--- config.mk ---
export PLATFORM = sky130hd
export DESIGN_NAME = pcie_tx_lane_framer_flat
export DESIGN_NICKNAME = d
export VERILOG_FILES = /design/src/rtl/pcie_tx_pkg.sv /design/src/rtl/pcie_tx_lane_framer_if.sv /design/src/rtl/tx_block_gap_ctrl.sv /design/src/rtl/pcie_tx_lane_framer.sv /design/src/flat_wrapper.sv
export SDC_FILE = /design/constraint.sdc
export NUM_CORES = 1
export LEC_CHECK = 0
export CAP_MARGIN = 20
export CORE_AREA = 2 2 482 484
export DETAILED_ROUTE_END_ITERATION = 16
export DIE_AREA = 0 0 484 486
export DONT_BUFFER_PORTS = 1
export PLACE_DENSITY = 0.32
export SETUP_SLACK_MARGIN = 0.02
export SLEW_MARGIN = 20
export SYNTH_ARGS = -nofsm -noshare
export SYNTH_HDL_FRONTEND = slang
export SYNTH_SLANG_ARGS = --single-unit
export TNS_END_PERCENT = 10
--- constraint.sdc ---
create_clock -name pclk -period 2.3 [get_ports pclk]
set_input_delay 0.46 -clock pclk [delete_from_list [all_inputs] [get_ports pclk]]
set_output_delay 0.46 -clock pclk [all_outputs]
set_load 0.02 [all_outputs]
--- src/rtl/pcie_tx_pkg.sv ---
// Shared encodings for the PCIe TX lane framer: link generation codes,
// 128b/130b sync headers, block geometry and the block/gap FSM states.
package pcie_tx_pkg;

  typedef enum logic [2:0] {
    GEN1 = 3'd1,
    GEN2 = 3'd2,
    GEN3 = 3'd3
  } pcie_gen_e;

  localparam logic [1:0] SYNC_DATA   = 2'b10;
  localparam logic [1:0] SYNC_OS     = 2'b01;
  localparam int         BLOCK_BYTES = 16;

  typedef enum logic [1:0] {
    ST_IDLE  = 2'd0,
    ST_BLOCK = 2'd1,
    ST_GAP   = 2'd2
  } framer_state_e;

  // Any generation code of 3 or above uses 128b/130b block framing.
  function automatic logic isBlockGen(input logic [2:0] gen);
    return gen >= 3'(GEN3);
  endfunction

  // A zero or out-of-range negotiated width falls back to the full lane count.
  function automatic logic [4:0] sanitizeLanes(input logic [4:0] req, input int lanes);
    if (req == 5'd0 || int'(req) > lanes) return 5'(lanes);
    return req;
  endfunction

endpackage

--- src/rtl/pcie_tx_lane_framer_if.sv ---
// Bus bundle between the TX data mux (master) and the lane framer (slave),
// including the PIPE-side per-lane outputs.
// Optional feature macro: TX_FRAMER_LANE_REVERSAL_EN adds lane_reverse.
interface pcie_tx_lane_framer_if #(
  parameter int LANES      = 16,
  parameter int PIPE_BYTES = 4
);
  logic [2:0]                  gen;
  logic [4:0]                  active_lanes;
  logic                        in_valid;
  logic                        in_ready;
  logic [LANES*PIPE_BYTES*8-1:0] in_data;
  logic [LANES*PIPE_BYTES-1:0] in_k;
  logic                        in_os;
`ifdef TX_FRAMER_LANE_REVERSAL_EN
  logic                        lane_reverse;
`endif
  logic [LANES*PIPE_BYTES*8-1:0] TxData;
  logic [LANES*PIPE_BYTES-1:0] TxDataK;
  logic [LANES-1:0]            TxDataValid;
  logic [LANES-1:0]            TxStartBlock;
  logic [2*LANES-1:0]          TxSyncHeader;
  logic                        err_underrun;

`ifdef TX_FRAMER_LANE_REVERSAL_EN
  modport master (
    output gen, active_lanes, in_valid, in_data, in_k, in_os, lane_reverse,
    input  in_ready, TxData, TxDataK, TxDataValid, TxStartBlock, TxSyncHeader, err_underrun
  );
  modport slave (
    input  gen, active_lanes, in_valid, in_data, in_k, in_os, lane_reverse,
    output in_ready, TxData, TxDataK, TxDataValid, TxStartBlock, TxSyncHeader, err_underrun
  );
`else
  modport master (
    output gen, active_lanes, in_valid, in_data, in_k, in_os,
    input  in_ready, TxData, TxDataK, TxDataValid, TxStartBlock, TxSyncHeader, err_underrun
  );
  modport slave (
    input  gen, active_lanes, in_valid, in_data, in_k, in_os,
    output in_ready, TxData, TxDataK, TxDataValid, TxStartBlock, TxSyncHeader, err_underrun
  );
`endif

endinterface

--- src/rtl/tx_block_gap_ctrl.sv ---
// Block/gap controller: tracks 128b/130b word and block counts, inserts the
// one-cycle TxDataValid gap every GAP_BLOCKS completed blocks and flags
// mid-block underruns. Generation is latched at block start only.
module tx_block_gap_ctrl
  import pcie_tx_pkg::*;
#(
  parameter int PIPE_BYTES = 4,
  parameter int GAP_BLOCKS = 4 * PIPE_BYTES
) (
  input  logic       pclk,
  input  logic       reset_n,
  input  logic       in_valid_i,
  input  logic [2:0] gen_i,
  output logic       in_ready_o,
  output logic       xfer_o,
  output logic       idle_o,
  output logic       blockMode_o,
  output logic       start_o,
  output logic       gap_o,
  output logic       underrun_o
);

  localparam int WORDS = BLOCK_BYTES / PIPE_BYTES;
  localparam int WCW   = $clog2(WORDS + 1);
  localparam int BCW   = $clog2(GAP_BLOCKS + 1);

  framer_state_e  state_q, state_d;
  logic [WCW-1:0] wordCnt_q, wordCnt_d;
  logic [BCW-1:0] blockCnt_q, blockCnt_d;
  logic           blockMode_q, blockMode_d;
  logic           readyEn_q;
  logic           effBlockMode;
  logic           inReady;
  logic           xfer;

  assign effBlockMode = (state_q == ST_IDLE) ? isBlockGen(gen_i) : blockMode_q;
  assign inReady      = readyEn_q && (state_q != ST_GAP);
  assign xfer         = in_valid_i && inReady;

  // State and counter registers; in_ready is held off until the first clock after reset.
  always_ff @(posedge pclk or negedge reset_n) begin
    if (!reset_n) begin
      state_q     <= ST_IDLE;
      wordCnt_q   <= '0;
      blockCnt_q  <= '0;
      blockMode_q <= 1'b0;
      readyEn_q   <= 1'b0;
    end else begin
      state_q     <= state_d;
      wordCnt_q   <= wordCnt_d;
      blockCnt_q  <= blockCnt_d;
      blockMode_q <= blockMode_d;
      readyEn_q   <= 1'b1;
    end
  end

  // Next state: open a block from IDLE, count words, close block and maybe enter GAP.
  always_comb begin
    state_d     = state_q;
    wordCnt_d   = wordCnt_q;
    blockCnt_d  = blockCnt_q;
    blockMode_d = blockMode_q;
    case (state_q)
      ST_IDLE: begin
        blockMode_d = effBlockMode;
        if (xfer && effBlockMode) begin
          state_d   = ST_BLOCK;
          wordCnt_d = WCW'(1);
        end
      end
      ST_BLOCK: begin
        if (in_valid_i) begin
          if (wordCnt_q == WCW'(WORDS - 1)) begin
            wordCnt_d  = '0;
            blockCnt_d = blockCnt_q + BCW'(1);
            state_d    = (blockCnt_q == BCW'(GAP_BLOCKS - 1)) ? ST_GAP : ST_IDLE;
          end else begin
            wordCnt_d = wordCnt_q + WCW'(1);
          end
        end
      end
      ST_GAP: begin
        blockCnt_d = '0;
        state_d    = ST_IDLE;
      end
      default: state_d = ST_IDLE;
    endcase
  end

  // Outputs decoded from the current state and the live handshake.
  always_comb begin
    in_ready_o  = inReady;
    xfer_o      = xfer;
    idle_o      = (state_q == ST_IDLE);
    blockMode_o = effBlockMode;
    start_o     = xfer && effBlockMode && (state_q == ST_IDLE);
    gap_o       = (state_q == ST_GAP);
    underrun_o  = (state_q == ST_BLOCK) && !in_valid_i;
  end

endmodule

--- src/rtl/pcie_tx_lane_framer.sv ---
// Per-lane TX framing stage: splits one wide word into LANES PIPE words with
// one pclk of latency, drives TxStartBlock/TxSyncHeader at Gen3+ and masks
// lanes beyond the negotiated width.
// Optional feature macro: TX_FRAMER_LANE_REVERSAL_EN (logical lane i drives
// physical lane active_lanes-1-i when lane_reverse is set).
module pcie_tx_lane_framer
  import pcie_tx_pkg::*;
#(
  parameter int LANES      = 16,
  parameter int PIPE_BYTES = 4,
  parameter int GAP_BLOCKS = 4 * PIPE_BYTES
) (
  input  logic                   pclk,
  input  logic                   reset_n,
  pcie_tx_lane_framer_if.slave   bus
);

  localparam int W = PIPE_BYTES * 8;

  logic inReady, xfer, idle, blockMode, start, gap, underrun;

  tx_block_gap_ctrl #(
    .PIPE_BYTES (PIPE_BYTES),
    .GAP_BLOCKS (GAP_BLOCKS)
  ) u_ctrl (
    .pclk        (pclk),
    .reset_n     (reset_n),
    .in_valid_i  (bus.in_valid),
    .gen_i       (bus.gen),
    .in_ready_o  (inReady),
    .xfer_o      (xfer),
    .idle_o      (idle),
    .blockMode_o (blockMode),
    .start_o     (start),
    .gap_o       (gap),
    .underrun_o  (underrun)
  );

  assign bus.in_ready = inReady;

  logic [4:0] reqLanes, effLanes, cfgLanes_q;
  logic       errUnderrun_q;

  assign reqLanes = sanitizeLanes(bus.active_lanes, LANES);
  assign effLanes = idle ? reqLanes : cfgLanes_q;

`ifdef TX_FRAMER_LANE_REVERSAL_EN
  logic cfgReverse_q, effReverse;
  assign effReverse = idle ? bus.lane_reverse : cfgReverse_q;

  // Lane reversal setting is frozen for the duration of a block.
  always_ff @(posedge pclk or negedge reset_n) begin
    if (!reset_n)  cfgReverse_q <= 1'b0;
    else if (idle) cfgReverse_q <= bus.lane_reverse;
  end
`endif

  // Link width is frozen for the duration of a block; underrun pulse is registered.
  always_ff @(posedge pclk or negedge reset_n) begin
    if (!reset_n) begin
      cfgLanes_q    <= 5'(LANES);
      errUnderrun_q <= 1'b0;
    end else begin
      if (idle) cfgLanes_q <= reqLanes;
      errUnderrun_q <= underrun;
    end
  end

  assign bus.err_underrun = errUnderrun_q;

  logic [LANES-1:0][W-1:0]          txData;
  logic [LANES-1:0][PIPE_BYTES-1:0] txK;
  logic [LANES-1:0]                 txValid;
  logic [LANES-1:0]                 txStart;
  logic [LANES-1:0][1:0]            txHdr;

  assign bus.TxData       = txData;
  assign bus.TxDataK      = txK;
  assign bus.TxDataValid  = txValid;
  assign bus.TxStartBlock = txStart;
  assign bus.TxSyncHeader = txHdr;

  for (genvar p = 0; p < LANES; p++) begin : g_lane
    logic                  laneActive;
    int                    srcLane;
    logic [W-1:0]          data_q, data_d;
    logic [PIPE_BYTES-1:0] k_q, k_d;
    logic                  valid_q, valid_d;
    logic                  start_q, start_d;
    logic [1:0]            hdr_q, hdr_d;

    assign laneActive = (p < int'(effLanes));
`ifdef TX_FRAMER_LANE_REVERSAL_EN
    assign srcLane = effReverse ? (int'(effLanes) - 1 - p) : p;
`else
    assign srcLane = p;
`endif

    // Lane next values: inactive lanes idle at zero, data/K/header load only on their events.
    always_comb begin
      data_d  = data_q;
      k_d     = k_q;
      hdr_d   = hdr_q;
      valid_d = laneActive && xfer && !gap;
      start_d = laneActive && start;
      if (!laneActive) begin
        data_d = '0;
        k_d    = '0;
        hdr_d  = '0;
      end else begin
        if (xfer) begin
          data_d = bus.in_data[srcLane*W +: W];
          k_d    = blockMode ? '0 : bus.in_k[srcLane*PIPE_BYTES +: PIPE_BYTES];
        end
        if (start)                 hdr_d = bus.in_os ? SYNC_OS : SYNC_DATA;
        else if (idle && !blockMode) hdr_d = '0;
      end
    end

    // Lane output registers.
    always_ff @(posedge pclk or negedge reset_n) begin
      if (!reset_n) begin
        data_q  <= '0;
        k_q     <= '0;
        valid_q <= 1'b0;
        start_q <= 1'b0;
        hdr_q   <= '0;
      end else begin
        data_q  <= data_d;
        k_q     <= k_d;
        valid_q <= valid_d;
        start_q <= start_d;
        hdr_q   <= hdr_d;
      end
    end

    assign txData[p]  = data_q;
    assign txK[p]     = k_q;
    assign txValid[p] = valid_q;
    assign txStart[p] = start_q;
    assign txHdr[p]   = hdr_q;
  end

endmodule
--- src/flat_wrapper.sv ---
// flat-port wrapper written by rule: the top's interface ports become plain ports
module pcie_tx_lane_framer_flat import pcie_tx_pkg::*;
#(
  parameter int LANES      = 16,
  parameter int PIPE_BYTES = 4,
  parameter int GAP_BLOCKS = 4 * PIPE_BYTES
)
  (pclk, reset_n, bus_gen, bus_active_lanes, bus_in_valid, bus_in_data, bus_in_k, bus_in_os, bus_in_ready, bus_TxData, bus_TxDataK, bus_TxDataValid, bus_TxStartBlock, bus_TxSyncHeader, bus_err_underrun);
  pcie_tx_lane_framer_if #(.LANES(LANES), .PIPE_BYTES(PIPE_BYTES)) bus_i ();
  input  logic pclk;
  input  logic reset_n;
  input wire logic [$bits(bus_i.gen)-1:0] bus_gen;
  input wire logic [$bits(bus_i.active_lanes)-1:0] bus_active_lanes;
  input wire logic [$bits(bus_i.in_valid)-1:0] bus_in_valid;
  input wire logic [$bits(bus_i.in_data)-1:0] bus_in_data;
  input wire logic [$bits(bus_i.in_k)-1:0] bus_in_k;
  input wire logic [$bits(bus_i.in_os)-1:0] bus_in_os;
  output wire logic [$bits(bus_i.in_ready)-1:0] bus_in_ready;
  output wire logic [$bits(bus_i.TxData)-1:0] bus_TxData;
  output wire logic [$bits(bus_i.TxDataK)-1:0] bus_TxDataK;
  output wire logic [$bits(bus_i.TxDataValid)-1:0] bus_TxDataValid;
  output wire logic [$bits(bus_i.TxStartBlock)-1:0] bus_TxStartBlock;
  output wire logic [$bits(bus_i.TxSyncHeader)-1:0] bus_TxSyncHeader;
  output wire logic [$bits(bus_i.err_underrun)-1:0] bus_err_underrun;
  assign bus_i.gen = bus_gen;
  assign bus_i.active_lanes = bus_active_lanes;
  assign bus_i.in_valid = bus_in_valid;
  assign bus_i.in_data = bus_in_data;
  assign bus_i.in_k = bus_in_k;
  assign bus_i.in_os = bus_in_os;
  assign bus_in_ready = bus_i.in_ready;
  assign bus_TxData = bus_i.TxData;
  assign bus_TxDataK = bus_i.TxDataK;
  assign bus_TxDataValid = bus_i.TxDataValid;
  assign bus_TxStartBlock = bus_i.TxStartBlock;
  assign bus_TxSyncHeader = bus_i.TxSyncHeader;
  assign bus_err_underrun = bus_i.err_underrun;
  pcie_tx_lane_framer #(.LANES(LANES), .PIPE_BYTES(PIPE_BYTES), .GAP_BLOCKS(GAP_BLOCKS)) u_core (.pclk(pclk), .reset_n(reset_n), .bus(bus_i));
endmodule
==> results.ini, run 1 <==
[outcome]
outcome=finished with violations
violations=hold timing

[clock_tree]
clkLatencyLatePin_ns=0.71
clk_pin_slew_ns=0.07
cts_buffer_depth=3
cts_tree=built
cts.root.buffer_cell=clkbuf_16
clkSinkCount=658
cts_buffers=87
htreeDepth=3
postCtsHoldBufs=558

[logic_synthesis]
synth_ff_type=dfrtp_1
synthTopCellsByCount=868 x nand2_1, 657 x dfrtp_1, 524 x a21oi_1
syn_area_sq_um=26100
synth_top_area_frac=0.630
synth_cell_types=58
ys_seq_area_frac=0.631
syn_avg_cell_area_sq_um=9.88
synth_edf_count=0
synth_warnings=0
ys_async_sr_fraction=1.00
synth-seq-cells=658
yosysTopAreaCell=dfrtp_1
syn_inst=2640
synth.most_common_cell=nand2_1
syn_nets=3232
synth.area.top_cells=dfrtp_1 63%, nand2_1 12%, a21oi_1 10%

[setup_path]
critical_path_required_ns=2.90
reg2reg_slack_ns=0.005
startpoint=u_core.u_ctrl.state_q[0]
worstPathMaxFanout=39
start_kind=flip-flop
r2r_cells=8
crit_end=u_core.g_lane[14].k_q[0]
endpoint_kind=flip-flop
r2r_end=u_core.g_lane[14].k_q[0]
path_class=flip-flop to flip-flop
rr_startpoint=u_core.u_ctrl.state_q[0]
worstPathArrival_ns=2.89

[floorplanning]
row_count=176
die_x_um=484
start_util=0.114
core_sq_um=229000
fp.dieArea_sq_um=235000
io_pins=1230
die_h_um=486

[cells_and_area]
final_net_count=3798
area_growth_pct=53.0
final_util=0.174
drive_gt1_frac=0.119
finalInstanceArea_sq_um=39900
fillCellCount=25500

[pwr]
internal-power_w=0.0283
cellLeakagePower_nw=16.6
power_density_nw_per_um2=1250
power.switching_w=0.0217
seq_power_share=0.440
sw_frac_of_total=0.435
power_frac_comb=0.264
ir_worst_vdd_v=0.000846
p_clk_frac=0.295

[timing]
relSlewSlack=0.435
setup_viol=0
finalHoldWorstSlack_ns=-0.220
slew_viol_final=0
worst_slew_pin_slew_ns=0.847
finalCritPeriodShare=0.998
hold_viol_final=126
fmax_mhz=436
fin_crit_ns=2.30
skew_ns=0.0271
rsz0062_at_grt=true
setup_slack_ns=0.00460

[routing]
via_per_inst=3.60
postRouteAntennaNets=0
drtIter0Drc=1350
dr.pass1.iters=5
wire_per_inst_um=24.7
drc=0
route.vias.total=22800
routed_wirelength_um=157000

[min_path]
min_path_type=input pin to asynchronous set/reset pin

[place]
port_buffers=0
place_hpwl_um=121000
routabilityCongestion=0.875
placed_area_sq_um=30900
dp_slack_ns=-0.640

[global_routing]
grt_antenna_before_repair=81
grt_pass1_vias=23900
grt_first_pass_wirelength_um=211000
grt_max_degree=659
track_usage=0.128
grt-ovfl-total=0

[run]
max_cap_violations=0

[registers in the layout (all words and copies together) (netlist names)]
| name | count |
|---|---|
| u_core.g_lane.start_q | 16 |
| u_core.g_lane.valid_q | 16 |
| u_core.u_ctrl.wordCnt_q | 3 |
| u_core.u_ctrl.state_q | 2 |
| u_core.u_ctrl.blockCnt_q | 5 |
| u_core.cfgLanes_q | 5 |
| u_core.g_lane.data_q | 512 |
| u_core.g_lane.hdr_q | 32 |
| u_core.u_ctrl.blockMode_q | 1 |
| u_core.u_ctrl.readyEn_q | 1 |
| u_core.g_lane.k_q | 64 |
| u_core.bus.err_underrun | 1 |
[cell families after synthesis]
family | share of synthesized area
and+or+nand+nor | 0.152
other | 0.000144
AOI/OAI and AO/OA | 0.145
adders and majority gates | 0.00192
DFF | 0.631
buffers and inverters | 0.0456
muxes | 0.0245
[worst min path at each step]
stage / startpoint / end / slack, ns / cells past startpoint
after floorplan: reset_n / u_core.bus.err_underrun / 0.16 / 0
after global placement: reset_n / u_core.g_lane[11].data_q[0] / 0.20 / 0
after detailed placement: reset_n / u_core.g_lane[11].data_q[0] / 0.20 / 0
after CTS: reset_n / u_core.g_lane[11].data_q[0] / -0.61 / 0
after global routing: reset_n / u_core.g_lane[11].data_q[0] / -0.22 / 1
final: reset_n / u_core.g_lane[11].data_q[0] / -0.22 / 1
[per-layer routing]
layer / GRT usage / up-vias / wire length (um)
li1: - / 10000 / -
met1: 0.156 / 11400 / 64500
met2: 0.209 / 1161 / 73200
met3: 0.0440 / 241 / 13500
met4: 0.0443 / 30 / 5340
met5: 0 / - / 203
[critical path, cell delays in order (launching register included)]
cell     delay [ns]
dfrtp_2        0.42
buf_12         0.14
or4b_4         0.55
buf_6          0.14
a22oi_2        0.20
buf_4          0.17
a31oi_4        0.09
buf_12         0.17
a21oi_1        0.21
[power groups by stage]
stage               registers, W  logic [W]  clock network, W
detailed placement        0.0224     0.0123                 0
floorplan                 0.0198    0.00625                 0
global placement          0.0225     0.0121                 0
finish                    0.0220     0.0132            0.0148
global route              0.0224     0.0146            0.0157
CTS                       0.0222     0.0133            0.0153
[cells in the final DEF, fill, tap and decap left out, types with 5 or more instances in the layout]
cell,instances
mux2i_1,64
diode_2,31
a21oi_1,481
buf_4,91
nand3_1,61
dfrtp_1,655
clkinvlp_4,7
bufinv_16,10
a22o_1,32
clkbuf_1,21
nor3_1,6
o21ai_0,8
inv_1,13
buf_16,5
a32o_1,36
a22oi_1,12
a21oi_2,50
nand2_1,868
nor2_1,29
buf_12,62
dlygate4sd3_1,558
clkbuf_16,91
clkinv_2,7
clkbuf_8,16
[layout make-up]
class	instances	area (sq um)	share of cell area
clock buffers	128	2580	0.0645
inverters	15	61.3	0.00154
repair buffers	718	7670	0.192
clock inverters	31	467	0.0117
diodes	31	77.6	0.00194
multi-input cells	1726	8830	0.221
well taps	3026	3790	0.0948
flip-flops and latches	658	16500	0.412
[what timing repair did]
action	CTS	global route
endpoints found under the hold margin	1219	126
resized for setup	5	48
pin swaps	2	1
setup endpoints to repair	78	174
setup buffers	2	0
[through the flow]
stage                     setup TNS (ns)  hold WS, ns  total power [W]  cells
after floorplan                  -133.16        0.164           0.0261   2640
after global placement           -293.37        0.201           0.0346   5578
after detailed placement         -297.53        0.203           0.0346   5578
after CTS                              0       -0.606           0.0508   6297
after global routing              -0.136       -0.222           0.0526   6321
final                                  0       -0.220           0.0500   6333
(Power assumes the default switching activity.)
==> inputs of run 2 (changes only) <==
--- a/config.mk
+++ b/config.mk
@@ -7,7 +7,7 @@
 export LEC_CHECK = 0
 export CAP_MARGIN = 20
-export CORE_AREA = 2 2 482 484
+export CORE_AREA = 2 2 474 476
 export DETAILED_ROUTE_END_ITERATION = 16
-export DIE_AREA = 0 0 484 486
+export DIE_AREA = 0 0 476 478
 export DONT_BUFFER_PORTS = 1
 export PLACE_DENSITY = 0.32
@@ -16,4 +16,4 @@
 export SYNTH_ARGS = -nofsm -noshare
 export SYNTH_HDL_FRONTEND = slang
+export SYNTH_HIERARCHICAL = 1
 export SYNTH_SLANG_ARGS = --single-unit
-export TNS_END_PERCENT = 10
==> constraint.sdc (replaced) <==
create_clock -name pclk -period 2.3 [get_ports pclk]
set_input_delay 0 -clock pclk [delete_from_list [all_inputs] [get_ports pclk]]
set_output_delay 0 -clock pclk [all_outputs]
set_load 0.02 [all_outputs]
==> run 2 against run 1 <==
  * The flow still finishes with violations (hold timing)
  * Non-clock buffer count up 483
  * Total power up 10%
  * Cell count up 2.4%
  * Sequential share of layout area down 4.8 points
  * Sequential power up 23%
  * Via count down 1.6%
  * Register-to-register slack better by 0.095 ns
  * Utilization up 2.9 points
  * Critical path depth up 2
==> results.ini, run 2 <==
[setup_path]
critPathMaxStageDelay_ns=0.61  ; +0.06 ns
cp_top_family=buffers and inverters
r2r_cells=8  ; unchanged
critical_path.most_common_cell=buf_12
worstPathArrival_ns=2.88  ; about the same
worstPathMaxFanout=18  ; -54%
critPathBufInv=4  ; unchanged
critical_path_required_ns=2.93  ; +0.03 ns
start_kind=input pin
rr_startpoint=u_core/u_ctrl/state_q[1]
path_class=input pin to flip-flop
endpoint_kind=flip-flop
path_depth=10  ; +2
crit_chain=dlygate4sd3_1 > or4_1 > ha_1 > nand3b_1 > a221oi_4 > buf_4 > o21ai_4 > buf_12 > buf_12 > nor2_1
crit_slowest_cell=dlygate4sd3_1
startpoint=bus_active_lanes[1]

[logic_synthesis]
syn_avg_cell_area_sq_um=11.7  ; +19%
synth_cell_types=53  ; -8.6%
syn_nets=2876  ; -11%
syn_area_sq_um=26800  ; +2.7%
synth_warnings=6  ; +6
synth_edf_count=0  ; unchanged
synthTopCellsByCount=657 x dfrtp_1, 532 x nor2_1, 513 x mux2i_1
ys_async_sr_fraction=1.00  ; unchanged
syn_inst=2284  ; -13%
synth-seq-cells=658  ; unchanged
synth.area.top_cells=dfrtp_1 61%, mux2i_1 19%, nor2_1 7.4%
yosysTopAreaCell=dfrtp_1
synth_ff_type=dfrtp_1
ys_seq_area_frac=0.614  ; -0.0167
synth_top_area_frac=0.613  ; -0.0167
synth.most_common_cell=dfrtp_1

[timing]
fin_crit_ns=2.25  ; -0.0500 ns
finalHoldWorstSlack_ns=-1.01  ; -0.790 ns
slew_viol_final=0  ; unchanged
relSlewSlack=0.451  ; +0.0159
hold_viol_final=401  ; +220%
fmax_mhz=445  ; +2.2%
tns_ns=0  ; unchanged
setup_viol=0  ; unchanged
worst_slew_pin_slew_ns=0.824  ; -0.0238 ns
finalCritPeriodShare=0.976  ; -0.0217
rsz0062_at_grt=true
skew_ns=0.0227  ; -0.00442 ns

[routing]
dr.pass1.iters=5  ; unchanged
route.vias.total=22500  ; -1.6%
via_per_inst=3.46  ; -3.9%
wire_per_inst_um=23.5  ; -5.2%
routed_wirelength_um=152000  ; -2.9%
drc=0  ; unchanged
postRouteAntennaNets=0  ; unchanged
drtIter0Drc=1015  ; -25%

[floorplanning]
fp.dieArea_sq_um=228000  ; -3.3%
row_count=174  ; -1.1%
start_util=0.120  ; +0.00640
io_pins=1230  ; unchanged
die_h_um=478  ; -1.6%
die_x_um=476  ; -1.7%
core_sq_um=223000  ; -2.7%

[global_routing]
grtUsageMet1=0.138  ; -0.0187
grt_antenna_before_repair=101  ; +25%
top_usage_layer=met2
grt_first_pass_wirelength_um=201000  ; -4.7%
track_usage=0.127  ; -0.000825
grt_pass1_vias=24000  ; +0.67%
use_met3=0.0600  ; +0.0160
met2_usage=0.209  ; about the same
grt-ovfl-total=0  ; unchanged
grt_max_degree=659  ; unchanged

[cells_and_area]
finalInstanceArea_sq_um=45200  ; +13%
fillCellCount=24000  ; -6.1%
largest_reg_flops=512  ; unchanged
final_util=0.203  ; +0.0285
top_regs=u_core/g_lane.data_q: 512 flops, u_core/g_lane.k_q: 64 flops, u_core/g_lane.hdr_q: 32 flops
most-common-layout-cells=1053 x dlygate4sd3_1, 657 x dfrtp_1, 527 x nor2_1
regArea_sq_um=16500  ; about the same
multiInputGateArea_sq_um=9480  ; +7.4%
drive_gt1_frac=0.0930  ; -0.0263
regMostFlops=u_core/g_lane.data_q
final_net_count=3971  ; +4.6%
area_growth_pct=68.6
layout_commonest_cell=dlygate4sd3_1

[clock_tree]
cts_tree=built
cts_buffer_depth=3  ; unchanged
htreeDepth=3  ; unchanged
cts.root.buffer_cell=clkbuf_16
clkSinkCount=658  ; unchanged
clk_pin_slew_ns=0.06  ; about the same
clkLatencyLatePin_ns=0.71  ; about the same
postCtsHoldBufs=1053  ; +89%
cts_buffers=85  ; -2.3%

[place]
routabilityCongestion=0.802  ; -8.3%
place_hpwl_um=113000  ; -6.4%
port_buffers=0  ; unchanged
placed_area_sq_um=31400  ; +1.7%

[pwr]
power_frac_comb=0.249  ; -0.015
p_clk_frac=0.260  ; -0.035
internal-power_w=0.0304  ; +7.4%
p_total_w=0.0551  ; +10%
power.switching_w=0.0248  ; +14%
cellLeakagePower_nw=19.3  ; +16%
ir_worst_vdd_v=0.000585  ; -31%
power_density_nw_per_um2=1220  ; -2.6%
sw_frac_of_total=0.449  ; +0.0146
seq_power_share=0.491  ; +0.051

[min_path]
min_path_type=input pin to asynchronous set/reset pin

[run]
max_cap_violations=0  ; unchanged

[outcome]
violations=hold timing
outcome=finished with violations

==> run 2: changes by cell type in the layout (fill, tap and decap cells not counted), moves of 49 or more <==
cell           previous run  this run
nand2_1                 868        43
mux2i_1                  64       513
nor2_1                   29       527
a21oi_1                 481        99
dlygate4sd3_1           558      1053
a21oi_2                  50         1
==> run 2: final cells by class <==
| type | instances | area share |
|---|---|---|
| flip-flops and latches | 658 | 0.364 |
| repair buffers | 1201 | 0.275 |
| multi-input cells | 1425 | 0.210 |
| well taps | 2992 | 0.0828 |
| clock buffers | 122 | 0.0548 |
| clock inverters | 36 | 0.0105 |
| diodes | 40 | 0.00221 |
| inverters | 8 | 0.000664 |
==> run 2: worst register-to-register path: cells and delay by family, from the launching register on <==
family / cells / cell delay, ns
flops: 1 / 0.40
mux: 1 / 0.32
simple gates: 3 / 0.43
buf+inv: 4 / 0.93
==> run 2: logic make-up after synthesis <==
family                   Yosys count  synth area share
AO/OA/AOI/OAI                    133            0.0276
adder cells (fa/ha/maj)            4           0.00187
buffers and inverters            201            0.0396
flip-flops                       658             0.614
multiplexers                     514             0.192
other                              1          0.000140
AND/OR/NAND/NOR                  773             0.124
==> run 2: through the flow <==
stage          std cells  setup slack (ns)  hold slack (ns)
5_1_grt             6465          -0.00253            -1.09
6_report            6482            0.0546            -1.01
3_3_place_gp        5220           -0.0776           -0.275
2_1_floorplan       2284             0.158           -0.296
4_1_cts             6431            0.0710            -1.11
3_5_place_dp        5220            -0.110           -0.269
==> run 2: routing by layer <==
layer / routed length, um / part of all wire / up-vias
met3: 17500 / 0.11 / 304
met4: 6690 / 0.044 / 64
met5: 399 / 0.0026 / -
li1: - / - / 9889
met2: 70500 / 0.46 / 1128
met1: 57100 / 0.38 / 11100
==> run 2: worst paths after layout <==
kind	slack (ns)	end
worst max-delay path	0.05	u_core/g_lane[12].data_q[21]
worst min-delay path	-1.01	u_core/g_lane[2].data_q[21]
worst max register to register	0.10	u_core/g_lane[2].data_q[28]
worst min register to register	0.52	u_core/u_ctrl/blockMode_q
max in group asynchronous	1.60	u_core/g_lane[15].data_q[4]
min in group pclk	0.09	u_core/g_lane[6].data_q[31]
==> run 2: power by group through the flow <==
| stage | Combinational (W) | Sequential [W] | Clock (W) |
|---|---|---|---|
| global route | 0.0152 | 0.0276 | 0.0154 |
| floorplan | 0.00686 | 0.0239 | 0 |
| finish | 0.0137 | 0.0271 | 0.0143 |
| detailed placement | 0.0121 | 0.0273 | 0 |
| CTS | 0.0138 | 0.0272 | 0.0150 |
| global placement | 0.0119 | 0.0275 | 0 |
==> run 2: what timing repair did <==
action                                  in CTS  in global routing
resized for setup                            0                  4
endpoints found under the hold margin     1297                401
endpoints found under the setup margin       0                 30
buffers inserted                             0                  5
